==> config.mk <==
export PLATFORM = sky130hd
export DESIGN_NAME = multicycle_control
export DESIGN_NICKNAME = d
export VERILOG_FILES = /design/src/rtl/multicycle_control.sv
export SDC_FILE = /design/constraint.sdc
export NUM_CORES = 1
export LEC_CHECK = 0
export CAP_MARGIN = 10
export CORE_MARGIN = 2
export CORE_UTILIZATION = 42
export DETAILED_ROUTE_END_ITERATION = 6
export GPL_TIMING_DRIVEN = 0
export HOLD_SLACK_MARGIN = 0.03
export PLACE_DENSITY_LB_ADDON = 0.3
export SYNTH_ARGS = -nofsm -noshare
export SYNTH_HDL_FRONTEND = slang
export SYNTH_SLANG_ARGS = --single-unit
==> constraint.sdc <==
create_clock -name clk -period 1.9 [get_ports clk]
set_input_delay 0.38 -clock clk [delete_from_list [all_inputs] [get_ports clk]]
set_output_delay 0.38 -clock clk [all_outputs]
set_load 0.03 [all_outputs]
==> src/rtl/multicycle_control.sv <==
// multicycle_control: control FSM sequencing fetch/decode/execute/memory/
// writeback for the multicycle datapath and driving all its control inputs.
//
// Parameters:
//   HALT_OPCODE  - opcode that parks the FSM in HALT (default 6'b111111)
//   ILLEGAL_HALT - 1: illegal opcodes go to HALT; 0: treated as NOP
// Ports:
//   clk, rst_n (async, active-low), opcode[5:0], branch, stall
//   SelectIns, RegWrite, RegDst, ALUSrcA, ALUSrcB[1:0], MemWrite,
//   MemtoReg, BEQ, PCSrc[1:0], pc_write, ir_write, illegal, halted
// Optional build macro MULTICYCLE_CONTROL_PERF_EN adds the
//   retired[31:0] and cycles[31:0] performance counters.

module multicycle_control #(
    parameter logic [5:0] HALT_OPCODE  = 6'b111111,
    parameter bit         ILLEGAL_HALT = 1'b0
) (
    input  logic       clk,
    input  logic       rst_n,
    input  logic [5:0] opcode,
    input  logic       branch,
    input  logic       stall,
    output logic       SelectIns,
    output logic       RegWrite,
    output logic       RegDst,
    output logic       ALUSrcA,
    output logic [1:0] ALUSrcB,
    output logic       MemWrite,
    output logic       MemtoReg,
    output logic       BEQ,
    output logic [1:0] PCSrc,
    output logic       pc_write,
    output logic       ir_write,
    output logic       illegal,
    output logic       halted
`ifdef MULTICYCLE_CONTROL_PERF_EN
    ,
    output logic [31:0] retired,
    output logic [31:0] cycles
`endif
);

    typedef enum logic [3:0] {
        S_INIT   = 4'd0,
        S_FETCH  = 4'd1,
        S_DECODE = 4'd2,
        S_EXEC_R = 4'd3,
        S_EXEC_I = 4'd4,
        S_WB_ALU = 4'd5,
        S_MEM_RD = 4'd6,
        S_WB_MEM = 4'd7,
        S_MEM_WR = 4'd8,
        S_BRANCH = 4'd9,
        S_JUMP   = 4'd10,
        S_HALT   = 4'd11
    } state_t;

    state_t r_state;
    state_t w_next;

    // Remembered from DECODE: R-type vs I-type for WB_ALU, and the
    // branch sense for BRANCH, so later opcode changes are ignored.
    logic r_rtype;
    logic r_bne;

    logic w_is_halt;
    logic w_is_r;
    logic w_is_i;
    logic w_is_lw;
    logic w_is_sw;
    logic w_is_br;
    logic w_is_jmp;
    logic w_legal;
    logic w_take;

    // HALT_OPCODE wins over any other match so the flags stay one-hot.
    assign w_is_halt = (opcode == HALT_OPCODE);
    assign w_is_r    = !w_is_halt && (opcode[5:4] == 2'b00);
    assign w_is_i    = !w_is_halt && (opcode[5:4] == 2'b01);
    assign w_is_lw   = !w_is_halt && (opcode == 6'b100000);
    assign w_is_sw   = !w_is_halt && (opcode == 6'b100001);
    assign w_is_br   = !w_is_halt && (opcode[5:1] == 5'b10001);
    assign w_is_jmp  = !w_is_halt && (opcode == 6'b100100);
    assign w_legal   = w_is_halt | w_is_r | w_is_i | w_is_lw
                     | w_is_sw | w_is_br | w_is_jmp;

    // A DECODE cycle that actually dispatches.
    assign w_take = (r_state == S_DECODE) && !stall;

    always_ff @(posedge clk or negedge rst_n) begin
        if (!rst_n) begin
            r_state <= S_INIT;
        end else begin
            r_state <= w_next;
        end
    end

    always_ff @(posedge clk or negedge rst_n) begin
        if (!rst_n) begin
            r_rtype <= 1'b0;
            r_bne   <= 1'b0;
        end else if (w_take) begin
            r_rtype <= w_is_r;
            r_bne   <= opcode[0];
        end
    end

    always_comb begin
        w_next = r_state;
        case (r_state)
            S_INIT: w_next = S_FETCH;
            S_HALT: w_next = S_HALT;
            S_FETCH: if (!stall) w_next = S_DECODE;
            S_DECODE: begin
                if (!stall) begin
                    unique case (1'b1)
                        w_is_halt: w_next = S_HALT;
                        w_is_r:    w_next = S_EXEC_R;
                        w_is_i:    w_next = S_EXEC_I;
                        w_is_lw:   w_next = S_MEM_RD;
                        w_is_sw:   w_next = S_MEM_WR;
                        w_is_br:   w_next = S_BRANCH;
                        w_is_jmp:  w_next = S_JUMP;
                        default:   w_next = ILLEGAL_HALT ? S_HALT : S_FETCH;
                    endcase
                end
            end
            S_EXEC_R, S_EXEC_I: if (!stall) w_next = S_WB_ALU;
            S_MEM_RD:           if (!stall) w_next = S_WB_MEM;
            S_WB_ALU, S_WB_MEM, S_MEM_WR, S_BRANCH, S_JUMP: begin
                if (!stall) w_next = S_FETCH;
            end
            default: w_next = S_INIT;
        endcase
    end

    always_comb begin
        SelectIns = 1'b0;
        RegWrite  = 1'b0;
        RegDst    = 1'b0;
        ALUSrcA   = 1'b0;
        ALUSrcB   = 2'd0;
        MemWrite  = 1'b0;
        MemtoReg  = 1'b0;
        BEQ       = 1'b0;
        PCSrc     = 2'd0;
        pc_write  = 1'b0;
        ir_write  = 1'b0;
        illegal   = 1'b0;
        halted    = 1'b0;
        case (r_state)
            S_FETCH: begin
                ir_write = 1'b1;
                pc_write = 1'b1;
            end
            S_DECODE: illegal = !stall && !w_legal;
            S_EXEC_R: ALUSrcA = 1'b1;
            S_EXEC_I: begin
                ALUSrcA = 1'b1;
                ALUSrcB = 2'd2;
            end
            S_WB_ALU: begin
                RegWrite = 1'b1;
                RegDst   = r_rtype;
                ALUSrcA  = 1'b1;
                ALUSrcB  = r_rtype ? 2'd0 : 2'd2;
            end
            S_WB_MEM: begin
                RegWrite = 1'b1;
                MemtoReg = 1'b1;
            end
            S_MEM_WR: MemWrite = 1'b1;
            S_BRANCH: begin
                ALUSrcA  = 1'b1;
                BEQ      = r_bne;
                PCSrc    = 2'd2;
                pc_write = branch;
            end
            S_JUMP: begin
                pc_write = 1'b1;
                PCSrc    = 2'd2;
            end
            S_HALT: halted = 1'b1;
            default: ;
        endcase
        // INIT and HALT carry no enables, so masking there is harmless.
        if (stall) begin
            RegWrite = 1'b0;
            MemWrite = 1'b0;
            pc_write = 1'b0;
            ir_write = 1'b0;
        end
    end

`ifdef MULTICYCLE_CONTROL_PERF_EN
    logic [31:0] r_retired;
    logic [31:0] r_cycles;

    always_ff @(posedge clk or negedge rst_n) begin
        if (!rst_n) begin
            r_retired <= 32'd0;
            r_cycles  <= 32'd0;
        end else begin
            if (r_state != S_INIT) begin
                r_cycles <= r_cycles + 32'd1;
            end
            // Any entry into FETCH other than the first one after INIT
            // closes out an instruction.
            if (w_next == S_FETCH && r_state != S_INIT
                && r_state != S_FETCH) begin
                r_retired <= r_retired + 32'd1;
            end
        end
    end

    assign retired = r_retired;
    assign cycles  = r_cycles;
`endif

endmodule

Word-level counts from Yosys, hierarchy flattened
Index checks and enable logic that the tools add are counted.
- flip-flop bits (word level): 6
- input port bits: 10
- output and inout bits: 15
- logic and storage cells: 75
- equality and inequality tests: 22
- multiplexer cells: 24
- bitwise gates (word level): 6
- reductions and logical operators: 20
- operator list (kind ; number):
    $pmux W4 S7 ; 2
    $eq A6 B6 Y1 const B ; 4
    $mux W4 ; 5
    $eq A4 B3 Y1 const B ; 4
    $eq A4 B4 Y1 const B ; 4
    $mux W1 ; 13
    $ne A2 B2 Y1 const B ; 5
    $eq A4 B2 Y1 const B ; 2
    $logic_and A1 B1 Y1 ; 8
    $reduce_or A2 Y1 ; 4
    $or A1 B1 Y1 ; 6
    $eq A5 B5 Y1 const B ; 1
    $reduce_and A5 Y1 ; 1
    $reduce_or A5 Y1 ; 1
    $eq A4 B1 Y1 const B ; 1
    $logic_not A4 Y1 ; 1
    $mux W2 ; 2
    $pmux W2 S2 ; 1
    $reduce_or A4 Y1 ; 1
    $logic_not A1 Y1 ; 3
    $eq A2 B1 Y1 const B ; 1
    $logic_not A2 Y1 ; 1
    $pmux W1 S2 ; 1

Depth between registers and ports, before layout
Gate-level depths: netlist (run 1).
- depth after elaboration: 12
- depth in mapped cells: 5
- mapped depth without buffers: 4

Worst setup path before layout (run 1)
OpenSTA, ideal clock, no wires.
- path kind: reg2out
- start: register r_state[3]
- end: output RegDst
- data arrival time: 1.826 ns
- required time: 1.520 ns
- slack: -0.306 ns
- stages on the path, launching flop included: 4
- path buffers: 1
- path through: dfrtp_1 buf_2 nand2b_1 nor4b_1
- longest elaborated chain between the ends: 2
- ends and longest elaborated chain (item ; line ; RTL):
    start: declaration ; 58 ; state_t r_state;
    start signal: assignment ; 94 ; r_state <= w_next;
    $eq A4 B3 Y1 ; 151 ; case (r_state)
    $mux W1 ; 151 ;
    end: declaration ; 25 ; output logic RegDst,
No other way between the ends.

Worst setup path after layout (run 1)
- start: register r_state[3]
- end: output illegal
- longest elaborated chain between the ends: 2
- ends and longest elaborated chain (item ; line ; RTL):
    $eq A4 B2 Y1 ; 151 ;
    $mux W1 ; 151 ;
    end: declaration ; 34 ; output logic illegal,
No other way between the ends.

==> run_results.csv, run 1 <==
group,metric,value,unit
worst_setup_path,worstPathRequired,1.52,ns
layout,finalNonFillerCells,127,
die,rows,13,
timing,clock_skew,0.00866,ns
logic_synthesis,synth_cell_types,36,
worst_setup_path,crit_arrival,1.54,ns
logic_synthesis,synth_most_common_cell,"nor2_1",
place,placed_cells,122,
logic_synthesis,synth_edf_count,0,
clock_network,cts_inserted_buffers,3,
power,clkPwrFrac,10.8,%
timing,finalHoldViolCount,0,
logic_synthesis,yosysTopAreaCell,"dfrtp_1",
outcome,status,"complete, but fails checks",
global_routing,grt_pass1_vias,659,
clock_network,cts_htree_levels,1,
global_routing,grt_max_degree,11,
global_routing,antenna_found_initial,0,
die,initial_utilization,46.5,%
power,power_density,1190,mW/mm^2
logic_synthesis,postSynthAreaPerCell,7.48,um^2
job,drv_cap,0,
layout,syn_to_final_growth,52.6,%
logic_synthesis,synth_common_cells,"nor2_1, nand2_1, o21ai_0, dfrtp_1, a21oi_1",
worst_setup_path,slowest_stage,"or4_4",
power,p_int,583,uW
detailed_routing,routed_via_density,5.98,
detailed_routing,vias,760,
place,io_buffers,21,
power,p_seq_share,20.3,%
power,power.share.switching,48.8,%
detailed_routing,ant_nets,0,
timing,worst_slack,-0.0242,ns
global_routing,grt_usage,19.5,%
logic_synthesis,synthTopCellsByArea,"dfrtp_1, nor2_1, o21ai_0, buf_4, nand2_1",
detailed_routing,first_pass_iters,4,
die,die_x,42.7,um
logic_synthesis,async_reset_ff_share,100,%
detailed_routing,post-route-drc-count,0,
worst_setup_path,worstSetupStartpoint,"r_state[3]",
clock_network,cts_hold_buffers,0,
worst_setup_path,cp_max_fo,4,
logic_synthesis,ys_seq_elements,6,
power,p_sw,556,uW
detailed_routing,drt_iter0_drc,36,
global_routing,grt_pass1_wl,2720,um
place,gp_congestion,0.789,
layout,final_layout_size_suffix_gt1_share,39.3,%
layout,diodes,0,
detailed_routing,wl_per_cell,14.4,um
place,post-dp-hpwl,1290,um
timing,slew_violations,0,
die,ios,25,
timing,period_share,101,%
outcome,violations,"negative setup slack",
power,power_frac_comb,68.9,%
worst_setup_path,crit_path_start_kind,"flop",
clock_network,cts_tree,"built",
logic_synthesis,netlist.area_leader.share,23.9,%
timing,min_period,1.92,ns
timing,setup_viol_count_final,1,
logic_synthesis,ys.flop_type,"dfrtp_1",
power,leakage,0.439,nW
timing,max_freq,520,MHz
layout,nets,124,
die,dieArea,0.00182,mm^2
logic_synthesis,syn-instance-count,84,
worst_setup_path,end_kind,"primary output",
worst_setup_path,critPathMaxStageDelay,0.47,ns
worst_setup_path,path_class,"reg -> out",
die,coreArea,0.00135,mm^2
worst_setup_path,r2r_start,"r_state[3]",
clock_network,clockRootBuffer,"clkbuf_4",
detailed_routing,wl,1830,um
global_routing,grt-ovfl-total,0,
worst_setup_path,crit_chain,"nand2b_4 > or4_4 > nor2_4 > buf_6",
logic_synthesis,ys_seq_area_share,23.9,%
die,die_h,42.7,um
logic_synthesis,syn_area,628,um^2
clock_network,cts_sinks,6,
worst_hold_path,min_path_type,"in -> async",
timing,rsz0062_at_grt,"true",
clock_network,clk_pin_slew,0.05,ns
clock_network,clk_path_buf_depth,2,
logic_synthesis,yosysWarnings,0,
power,ir_drop,0.000579,V
timing,hold_slack,0.374,ns
clock_network,clk_latency,0.25,ns
==> per-stage QoR <==
stage	setup WS (ns)	util (%)	setup TNS [ns]	instance area, um^2	total power [mW]
after floorplan	-0.00597	-	-0.00597	667	0.744
after global placement	-0.658	66.4	-3.91	896	0.938
after detailed placement	-0.663	66.4	-4.08	896	0.956
after CTS	-0.129	66.3	-0.129	895	1.05
after global routing	-0.0357	71.0	-0.0403	958	1.20
final	-0.0242	71.0	-0.0242	958	1.14
==> critical path: cells and delay by family (launching register included) <==
kind	cells	cell delay (ns)
buf+inv	1	0.13
flops	1	0.43
simple gates	3	0.74
==> power by group through the flow <==
| stage | sequential [mW] | combinational (mW) | clock, mW |
|---|---|---|---|
| finish | 0.231 | 0.786 | 0.123 |
| global route | 0.235 | 0.841 | 0.126 |
| CTS | 0.223 | 0.709 | 0.117 |
| detailed placement | 0.220 | 0.735 | 0 |
| global placement | 0.220 | 0.718 | 0 |
| floorplan | 0.206 | 0.539 | 0 |
==> logic make-up after synthesis <==
logic type,synth area share (%)
mux,4.18
xor+xnor,2.79
simple gates,33.1
other cells,0.597
flops,23.9
compound gates,25.3
buf+inv,10.2
==> layer usage <==
| metal | vias up | track usage (%) | wire length [um] |
|---|---|---|---|
| met2 | 45 | 33.6 | 943 |
| met3 | 10 | 2.98 | 134 |
| met1 | 343 | 23.1 | 702 |
| met5 | - | 0 | 0 |
| li1 | 362 | - | - |
| met4 | 0 | 9.38 | 50 |
==> placed cells by master (no fill, tap or decap), drive strengths merged, types with 3 or more instances in the layout <==
| cell | Yosys | routed |
|---|---|---|
| clkbuf | 1 | 5 |
| buf | 8 | 21 |
| nor2 | 12 | 12 |
| clkdlybuf4s50 | 0 | 3 |
| dfrtp | 6 | 6 |
| nor4b | 3 | 3 |
| nand2 | 7 | 7 |
| nand2b | 3 | 3 |
| dlymetal6s2s | 0 | 4 |
| o21ai | 7 | 7 |
| a211oi | 3 | 3 |
| nor3 | 3 | 3 |
| inv | 3 | 3 |
| conb | 1 | 3 |
| a21oi | 5 | 5 |
==> sequential cells by signal, indices dropped and copies added (netlist names) <==
signal,flops
r_state,4
r_bne,1
r_rtype,1
==> cell type report <==
type                       count  area (um^2)
timing repair buffer          24          200
fill                         107          392
multi-input combinational     68          490
sequential                     6          153
buffer                         8         62.6
tap                           15         18.8
clock buffer                   3         22.5
inverter                       3         11.3
==> worst paths after layout <==
path	slack (ns)	to	cells past startpoint
setup / recovery	-0.02	illegal	4
hold / removal	0.37	r_state[0]	1
setup reg to reg	0.27	r_bne	4
hold reg to reg	0.54	r_bne	1
max in group asynchronous	1.28	r_state[3]	1
min in group clk	0.54	r_state[3]	4
==> what timing repair did <==
item	CTS	global route
pin swaps	1	3
setup endpoints to repair	12	9
endpoints found under the hold margin	0	0
setup buffers	0	3
resized for setup	69	25
No activity file was read; power rests on OpenSTA's default activity.
==> run 2: changes to the inputs <==
- CELL_PAD_IN_SITES_DETAIL_PLACEMENT: not set -> 0
- CELL_PAD_IN_SITES_GLOBAL_PLACEMENT: not set -> 2
- CORE_ASPECT_RATIO: not set -> 0.5
- CORE_UTILIZATION: 42 -> 22
==> run 2 against run 1 <==
  * The flow still finishes with violations (negative setup slack)
  * Flip-flop and latch count stayed put
  * Non-clock buffer count up 1
  * Global-route usage shrank 7.8 points
  * Critical endpoint unchanged
==> run_results.csv, run 2 (synthesized netlist as in run 1, its figures left out) <==
group,metric,value,unit
detailed_routing,post-route-drc-count,0,
place,gp_congestion,0.751,
clock_network,clk_latency,0.22,ns
outcome,status,"complete, but fails checks",
global_routing,grt_pass1_vias,625,
global_routing,use_met2,14.8,%
worst_setup_path,end_kind,"primary output",
worst_setup_path,r2r_slack,0.37,ns
worst_setup_path,crit_arrival,1.56,ns
place,post-dp-hpwl,1410,um
timing,setup_tns,-0.0447,ns
worst_setup_path,worst_r2r_endpoint,"r_bne",
die,dieArea,0.00332,mm^2
global_routing,grt_pass1_wl,2990,um
layout,finalNonFillerCells,150,
die,die_x,79.6,um
layout,regArea,151,um^2
layout,syn_to_final_growth,58.8,%
layout,nets,125,
worst_setup_path,cp_max_fo,4,
timing,finalHoldViolCount,0,
die,die_h,41.8,um
place,io_buffers,21,
global_routing,grt-ovfl-total,0,
job,drv_cap,0,
layout,multiInputGateArea,484,um^2
global_routing,grt_usage,11.6,%
die,initial_utilization,23.7,%
global_routing,grt_use_met3,0.870,%
detailed_routing,first_pass_iters,4,
worst_setup_path,worstPathRequired,1.52,ns
clock_network,cts_inserted_buffers,3,
timing,setup_viol_count_final,1,
worst_setup_path,crit_path_start_kind,"flop",
worst_hold_path,min_path_type,"in -> async",
power,leakage,0.444,nW
layout,most-common-layout-cells,"buf_4, nor2_1, buf_2, nand2_1, o21ai_0",
global_routing,met1_usage,18.6,%
layout,n_fill_cell,279,
timing,clock_skew,0.00160,ns
clock_network,clockRootBuffer,"clkbuf_8",
clock_network,cts_hold_buffers,0,
worst_setup_path,reg2reg_depth,3,
place,placed_cells,144,
timing,min_period,1.94,ns
worst_setup_path,path_class,"reg -> out",
clock_network,clk_path_buf_depth,2,
clock_network,clk_pin_slew,0.04,ns
timing,worst_slack,-0.0447,ns
power,power,1.17,mW
outcome,violations,"negative setup slack",
power,ir_drop,0.000313,V
layout,top_register,"r_state",
detailed_routing,wl_per_cell,12.4,um
detailed_routing,vias,699,
global_routing,antenna_found_initial,0,
die,ios,25,
layout,post-route-util,37.6,%
detailed_routing,routed_via_density,4.66,
timing,period_share,102,%
timing,rsz0062_at_grt,"true",
global_routing,grt_max_degree,11,
layout,final_layout_size_suffix_gt1_share,37.2,%
layout,diodes,0,
timing,slew_violations,0,
detailed_routing,ant_nets,0,
worst_setup_path,r2r_start,"r_state[3]",
timing,max_freq,514,MHz
detailed_routing,drt_iter0_drc,53,
layout,mostFrequentLayoutCell,"buf_4",
power,power_density,1180,mW/mm^2
die,rows,13,
clock_network,cts_tree,"built",
detailed_routing,wl,1860,um
layout,largest_reg_flops,4,
clock_network,cts_sinks,6,
global_routing,top_usage_layer,"met1",
die,coreArea,0.00265,mm^2
layout,top_regs,"r_state x4, r_bne x1, r_rtype x1",
clock_network,cts_htree_levels,1,
-- run 2: cell count changes in the layout (fill, tap and decap cells not counted), moves of 3 or more --
| cell | previous run | this run |
|---|---|---|
| buf_4 | 9 | 15 |
| buf_6 | 4 | 1 |
| clkbuf_4 | 4 | 0 |
| clkbuf_8 | 0 | 3 |
-- run 2: power breakdown --
group          total, mW  leakage, nW  internal [mW]  switching [mW]
Sequential         0.228       0.0722          0.178          0.0502
Clock              0.186       0.0216          0.136          0.0503
Combinational      0.761        0.350          0.316           0.445
-- run 2: metal layers --
| metal | wire, um | vias to the layer above |
|---|---|---|
| met3 | 106 | 2 |
| li1 | - | 360 |
| met4 | 21 | 0 |
| met5 | 0 | - |
| met2 | 718 | 24 |
| met1 | 1010 | 313 |
-- run 2: critical path: stages, from the launching register on --
cell and delay [ns]:
dfrtp_2 0.41, nand2b_4 0.16, or4_4 0.53, nor2_4 0.11, buf_6 0.13
-- run 2: per-stage QoR --
stage | hold slack [ns] | worst slack [ns] | instance area, um^2
after floorplan | 0.0844 | -0.00597 | 667
after global placement | 0.527 | -0.751 | 923
after detailed placement | 0.526 | -0.693 | 923
after CTS | 0.398 | -0.0965 | 961
after global routing | 0.418 | -0.0780 | 997
final | 0.398 | -0.0447 | 997
-- run 2: worst max-delay path by stage --
stage | slack, ns | cells past startpoint | end | startpoint
finish | -0.04 | 4 | illegal | r_state[3]
global route | -0.08 | 4 | illegal | r_state[3]
CTS | -0.1 | 4 | illegal | r_state[3]
detailed placement | -0.69 | 6 | illegal | opcode[4]
global placement | -0.75 | 6 | illegal | opcode[4]
floorplan | -0.006 | 5 | pc_write | r_state[1]
-- run 2: cell type report --
cell class / count / share of cell area (%)
well taps: 37 / 4.64
inverters: 3 / 1.13
multi-input cells: 68 / 48.6
flip-flops and latches: 6 / 15.2
clock buffers: 3 / 4.14
repair buffers: 24 / 20.1
plain buffers: 9 / 6.27
-- run 2: timing repair --
action / CTS / global route
buffers inserted: 0 / 3
endpoints found under the setup margin: 12 / 10
pin swaps: 1 / 0
hold endpoints to repair: 0 / 0
resized for setup: 74 / 15
